## src/rtl/keypad_scanner.sv

```systemverilog
// keypad_scanner: 4x4 matrix keypad scanner with per-frame ghost rejection, debounce,
// hex key encoding and a valid/ready event port. Auto-repeat is built in only when the macro KEYPAD_TYPEMATIC_EN is defined.
module keypad_scanner #(
  parameter int SCAN_RATE       = 18,
  parameter int DEBOUNCE_FRAMES = 4,
  parameter int REPEAT_FRAMES   = 32
) (
  input  logic       clk,
  input  logic       reset_n,
  input  logic [3:0] rows,
  output logic [3:0] cols,
  output logic [3:0] key_code,
  output logic       key_valid,
  input  logic       key_ready,
  output logic       key_held,
  output logic       key_overrun,
  output logic [1:0] dbg_state_o
);

  typedef enum logic [1:0] {
    ST_IDLE    = 2'd0,
    ST_CONFIRM = 2'd1,
    ST_HELD    = 2'd2
  } state_e;

  state_e               state_q;
  logic [3:0]           rows_meta_q, rows_sync_q;
  logic [SCAN_RATE-1:0] scan_cnt_q;
  logic [1:0]           col_idx_q;
  logic [3:0]           cols_q;
  logic [1:0]           hits_q, hits_d;
  logic [3:0]           hit_code_q, hit_code_d;
  logic [3:0]           cand_q, cnt_q, rcnt_q;
  logic                 held_q;
  logic                 valid_q, overrun_q;
  logic [3:0]           code_q;
  logic                 tick, frame_end, frame_key, ev;
  logic [3:0]           frame_code;
  logic [2:0]           row_cnt;
  logic [1:0]           row_idx;

`ifdef KEYPAD_TYPEMATIC_EN
  localparam int RW = $clog2(REPEAT_FRAMES + 1);
  logic [RW-1:0] rep_cnt_q;
`endif

  assign tick        = &scan_cnt_q;
  assign frame_end   = tick && (col_idx_q == 2'd3);
  assign cols        = cols_q;
  assign key_code    = code_q;
  assign key_valid   = valid_q;
  assign key_held    = held_q;
  assign key_overrun = overrun_q;
  assign dbg_state_o = state_q;

  // Frame accumulator: hits saturates at 2, meaning "more than one intersection" (ghost-prone).
  always_comb begin
    row_cnt    = 3'd0;
    row_idx    = 2'd0;
    hits_d     = hits_q;
    hit_code_d = hit_code_q;
    for (int r = 0; r < 4; r++) begin
      if (!rows_sync_q[r]) begin
        row_cnt = row_cnt + 3'd1;
        row_idx = 2'(r);
      end
    end
    if (row_cnt >= 3'd2 || (row_cnt == 3'd1 && hits_q != 2'd0)) begin
      hits_d = 2'd2;
    end else if (row_cnt == 3'd1) begin
      hits_d     = 2'd1;
      hit_code_d = {row_idx, col_idx_q};
    end
  end

  assign frame_key  = (hits_d == 2'd1);
  assign frame_code = hit_code_d;

  always_ff @(posedge clk) begin
    if (!reset_n) begin
      rows_meta_q <= 4'hF;
      rows_sync_q <= 4'hF;
      scan_cnt_q  <= '0;
      col_idx_q   <= 2'd0;
      cols_q      <= 4'b1110;
      hits_q      <= 2'd0;
      hit_code_q  <= 4'd0;
    end else begin
      rows_meta_q <= rows;
      rows_sync_q <= rows_meta_q;
      scan_cnt_q  <= scan_cnt_q + 1'b1;
      if (tick) begin
        col_idx_q  <= col_idx_q + 2'd1;
        cols_q     <= {cols_q[2:0], cols_q[3]};
        hits_q     <= frame_end ? 2'd0 : hits_d;
        hit_code_q <= frame_end ? 4'd0 : hit_code_d;
      end
    end
  end

  always_comb begin
    ev = 1'b0;
    if (frame_end && frame_key && frame_code == cand_q) begin
      if (state_q == ST_CONFIRM && cnt_q >= 4'(DEBOUNCE_FRAMES - 1)) ev = 1'b1;
`ifdef KEYPAD_TYPEMATIC_EN
      if (state_q == ST_HELD && rep_cnt_q == RW'(REPEAT_FRAMES - 1)) ev = 1'b1;
`endif
    end
  end

  always_ff @(posedge clk) begin
    if (!reset_n) begin
      state_q <= ST_IDLE;
      cand_q  <= 4'd0;
      cnt_q   <= 4'd0;
      rcnt_q  <= 4'd0;
      held_q  <= 1'b0;
`ifdef KEYPAD_TYPEMATIC_EN
      rep_cnt_q <= '0;
`endif
    end else if (frame_end) begin
      case (state_q)
        ST_IDLE: begin
          if (frame_key) begin
            cand_q  <= frame_code;
            cnt_q   <= 4'd1;
            state_q <= ST_CONFIRM;
          end
        end
        ST_CONFIRM: begin
          if (!frame_key) begin
            state_q <= ST_IDLE;
          end else if (frame_code != cand_q) begin
            cand_q <= frame_code;
            cnt_q  <= 4'd1;
          end else if (cnt_q >= 4'(DEBOUNCE_FRAMES - 1)) begin
            state_q <= ST_HELD;
            held_q  <= 1'b1;
            rcnt_q  <= 4'd0;
`ifdef KEYPAD_TYPEMATIC_EN
            rep_cnt_q <= '0;
`endif
          end else if (cnt_q != 4'hF) begin
            cnt_q <= cnt_q + 4'd1;
          end
        end
        ST_HELD: begin
          // A different key counts toward release exactly like no key at all.
          if (frame_key && frame_code == cand_q) begin
            rcnt_q <= 4'd0;
`ifdef KEYPAD_TYPEMATIC_EN
            rep_cnt_q <= (rep_cnt_q == RW'(REPEAT_FRAMES - 1)) ? '0 : rep_cnt_q + 1'b1;
`endif
          end else begin
`ifdef KEYPAD_TYPEMATIC_EN
            rep_cnt_q <= '0;
`endif
            if (rcnt_q >= 4'(DEBOUNCE_FRAMES - 1)) begin
              state_q <= ST_IDLE;
              held_q  <= 1'b0;
            end else if (rcnt_q != 4'hF) begin
              rcnt_q <= rcnt_q + 4'd1;
            end
          end
        end
        default: state_q <= ST_IDLE;
      endcase
    end
  end

  // Handshake: an edge with key_valid=1 and key_ready=1 is a transfer. key_code is frozen
  // while key_valid=1; an event arriving while an undelivered one is pending and no
  // transfer happens is dropped and sets key_overrun, which only a transfer clears.
  always_ff @(posedge clk) begin
    if (!reset_n) begin
      valid_q   <= 1'b0;
      code_q    <= 4'd0;
      overrun_q <= 1'b0;
    end else begin
      if (ev && (!valid_q || key_ready)) code_q <= cand_q;
      valid_q <= ev || (valid_q && !key_ready);
      if (valid_q && key_ready) overrun_q <= 1'b0;
      else if (ev && valid_q)   overrun_q <= 1'b1;
    end
  end

endmodule

```

## config.mk

```make
export PLATFORM = sky130hd
export DESIGN_NAME = keypad_scanner
export DESIGN_NICKNAME = d
export VERILOG_FILES = /design/src/rtl/keypad_scanner.sv
export SDC_FILE = /design/constraint.sdc
export NUM_CORES = 1
export LEC_CHECK = 0
export ABC_AREA = 1
export BUFFER_PORTS_ARGS = -buffer_cell sky130_fd_sc_hd__buf_4
export CAP_MARGIN = 10
export CORE_MARGIN = 8
export CORE_UTILIZATION = 54
export CTS_CLUSTER_DIAMETER = 40
export CTS_CLUSTER_SIZE = 24
export DETAILED_ROUTE_END_ITERATION = 8
export GPL_TIMING_DRIVEN = 0
export HOLD_SLACK_MARGIN = 0.08
export PLACE_DENSITY = 0.79
export SLEW_MARGIN = 20
export SYNTH_ARGS = -nofsm -noshare
export SYNTH_HDL_FRONTEND = slang
export SYNTH_SLANG_ARGS = --single-unit
```

## constraint.sdc

```tcl
create_clock -name clk -period 2.4 [get_ports clk]
set_input_delay 0.48 -clock clk [delete_from_list [all_inputs] [get_ports clk]]
set_output_delay 0.48 -clock clk [all_outputs]
set_load 0.02 [all_outputs]
```

==> results by group <==
Power
  – Reg power frac: 0.414
  – Psw: 535.3 uW
  – Clk pwr share: 0.483
  – Combinational Power Share: 0.103
  – Leakage: 0.001617 uW
  – Power Density: 608.8 nW/um^2
  – Pint: 1866 uW
  – Net Sw Frac: 0.2229
  – Worst VDD drop: 0.0004595 V
  – Power Total: 2402 uW

Synth
  – Syn nets: 416
  – Top-count cell post-synth: nand2_1
  – Share of the synthesized area in the top cell type: 0.3943
  – Most common library cells after synthesis: nand2_1, dfxtp_1, inv_1
  – Seq/Total Area, Yosys: 0.3943
  – EDFF count, synth: 0
  – Area leader, netlist: dfxtp_1
  – Ys Warns: 0
  – Prevailing post-synth register cell: dfxtp_1
  – Ys async rst share: 0
  – Mapped Area: 2995 sq um
  – Top area cells in the synthesized netlist: dfxtp_1, nand2_1, inv_1
  – Synth Area per Inst: 7.470 sq um
  – FF+latch count, synth: 59
  – Cell variety after synth: 37
  – Gate Count Post-Synth: 401

Timing
  – Slew Viols, Final: 0
  – Worst-margin pin slew: 0.7991 ns
  – Setup ws final: -0.1378 ns
  – Final Hold Viols: 0
  – Clock skew: 0.005943 ns
  – Setup violators final: 20
  – RSZ-0062 raised after global routing: yes
  – Worst rel slew slack: 0.4653
  – Final worst path period need: 2.538 ns
  – Max frequency: 394.0 MHz
  – Final period util: 1.057

Setup path
  – Crit path launch type: flop
  – Worst path max stage delay: 0.33 ns
  – Crit path DAT: 2.81 ns
  – WP buf/inv: 4
  – CP Depth: 17
  – Worst reg-to-reg path cell count: 17
  – R2R setup slack: -0.14 ns
  – Data required, critical path: 2.67 ns
  – Family with the most delay on the worst path: simple AND/OR/NAND/NOR gates
  – CP Cell Sequence: inv_2, ha_4, inv_2, nand2_4, nand3_2, a21oi_2, nor2_8, buf_6, nand3_1, nand3_1, nand2_1, nand2_2, inv_6, nand4_4, nor2_4, nor2_2, nor3_2
  – Critical path class: reg -> reg
  – Crit. End Element: flop
  – CP Max Fanout: 8
  – Crit-path slowest cell: dfxtp_2
  – FF-to-FF End: key_code[2]
  – RR Startpoint: rows_sync_q[1]

CTS
  – Reg clk slew, reported paths: 0.07 ns
  – Number of buffers created by CTS: 9
  – Root Driver: clkbuf_8
  – Clock Latency Late Sink: 0.34 ns
  – CTS tree: built
  – Sink Count: 59
  – H-tree depth: 3
  – Buffers from clock root to sink, at most: 2

Global route
  – Largest net degree at the start of global routing: 11
  – GR Util All Layers: 0.1732
  – GR Overflow Total: 0
  – Vias in the first global route: 2,779
  – First-pass GRT wire length: 11,800 um
  – Initial antenna violation count: 0

Floorplan
  – IO Pins: 20
  – Die Area: 8187 sq um
  – Row cnt: 27
  – Die Y: 90.48 um
  – CORE AREA: 5439 sq um
  – Die Wd: 90.48 um
  – Starting Density: 0.5507

Routing
  – Drt first-iter violations: 180
  – WL final: 7242 um
  – Drt first pass iters: 4
  – DR vias/cell: 5.183
  – Vias: 2,742
  – DRC Markers: 0
  – Routed Antenna Nets: 0
  – Avg WL per Cell: 13.69 um

Placed design
  – Post-DP HPWL: 4414 um
  – PortBufs: 19
  – Placed cell area: 3228 sq um
  – RD Place Congestion: 0.8164

Layout
  – Final Instance Area: 3945 sq um
  – Final nets: 467
  – Layout cells sized above 1: 0.3435
  – Fillers: 398
  – N_diodes: 0
  – Synth-to-Final Area Change: 31.70%

Run status
  – Outcome: finished with violations
  – Failing checks: negative setup slack

Hold path
  – Hold EP: rows_meta_q[2]
  – Hold path start: rows[2]
  – HP Class: in -> reg
  – Worst Hold Depth: 2

Flow run
  – Max Cap Violations: 0
kinds of logic after synthesis:
logic type / after synthesis / synth area share
compound gates: 53 / 0.1065
fa+ha+maj: 8 / 0.03342
buf+inv: 66 / 0.08521
flops: 59 / 0.3943
simple gates: 215 / 0.3805
how the worst max path moves through the flow:
| stage | from | endpoint | slack, ns |
|---|---|---|---|
| 5_1_grt | rows_sync_q[0] | rcnt_q[0] | -0.28 |
| 2_1_floorplan | rows_sync_q[0] | cand_q[3] | 0.02 |
| 4_1_cts | rows_sync_q[0] | key_code[2] | -0.12 |
| 6_report | rows_sync_q[1] | key_code[2] | -0.14 |
| 3_3_place_gp | rows_sync_q[1] | key_code[1] | -0.20 |
| 3_5_place_dp | rows_sync_q[1] | key_code[1] | -0.27 |
through the flow:
| stage | setup slack, ns | hold slack (ns) | utilization | std cells | setup TNS (ns) |
|---|---|---|---|---|---|
| after global routing | -0.2839 | 0.3184 | 0.7253 | 529 | -4.836 |
| final | -0.1378 | 0.3206 | 0.7253 | 529 | -1.674 |
| after global placement | -0.1970 | 0.3936 | 0.5935 | 492 | -2.627 |
| after floorplan | 0.02022 | 0.3925 | - | 401 | 0 |
| after detailed placement | -0.2708 | 0.3987 | 0.5935 | 492 | -4.019 |
| after CTS | -0.1153 | 0.3199 | 0.6830 | 519 | -1.305 |
placed cells by master (no fill, tap or decap), drive strengths merged, types with 3 or more instances in the layout:
cell / instances
o21ai: 13
buf: 41
clkbuf: 18
nor3: 25
dfxtp: 59
or2: 8
inv: 59
o21a: 3
ha: 8
nand3: 30
nand2: 82
bufinv: 3
nand4: 7
nor2: 59
a21oi: 31
power by group through the flow:
stage	Combinational (uW)	Clock, uW	Sequential, uW
after floorplan	129	0	1020
after global placement	160	0	1020
after detailed placement	166	0	1020
after CTS	195	1170	995
after global routing	268	1220	996
final	248	1160	995
per-layer routing:
| metal | vias to the layer above | GRT usage | part of all wire |
|---|---|---|---|
| met5 | - | 0 | 0 |
| li1 | 1402 | - | - |
| met1 | 1271 | 0.1784 | 0.41 |
| met2 | 52 | 0.3149 | 0.52 |
| met3 | 17 | 0.03824 | 0.043 |
| met4 | 0 | 0.09847 | 0.026 |
worst reg2reg max path, stage by stage (launching register included):
cell	delay (ns)
dfxtp_2	0.33
inv_2	0.05
ha_4	0.28
inv_2	0.04
nand2_4	0.06
nand3_2	0.12
a21oi_2	0.28
nor2_8	0.10
buf_6	0.14
nand3_1	0.08
nand3_1	0.07
nand2_1	0.09
nand2_2	0.08
inv_6	0.11
nand4_4	0.21
nor2_4	0.21
nor2_2	0.05
nor3_2	0.15
repair_timing:
item | 4_1_cts | 5_1_grt
pin swaps | 17 | 21
gates resized for setup | 33 | 37
buffers inserted | 11 | 10
hold buffers | 0 | 0
hold endpoints to repair | 0 | 0
endpoints found under the setup margin | 21 | 30
layout make-up:
class                      instances  area, sq um  share of cell area
buffer                             7        33.78            0.008563
clock buffer                      12        165.2             0.04186
clock inverter                     4        95.09             0.02410
inverter                          59        231.5             0.05867
multi-input combinational        276         1817              0.4605
sequential                        59         1185              0.3004
tap                               72        90.09             0.02284
timing repair buffer              40        327.8             0.08310
sequential cells by signal (all words and copies together), names as in the netlist:
signal,flops
hits_q,2
key_held,1
rcnt_q,4
hit_code_q,4
rows_meta_q,4
dbg_state_o,2
key_valid,1
cand_q,4
cnt_q,4
key_code,4
key_overrun,1
scan_cnt_q,18
cols,4
rows_sync_q,4
col_idx_q,2
(Power assumes the default switching activity.)
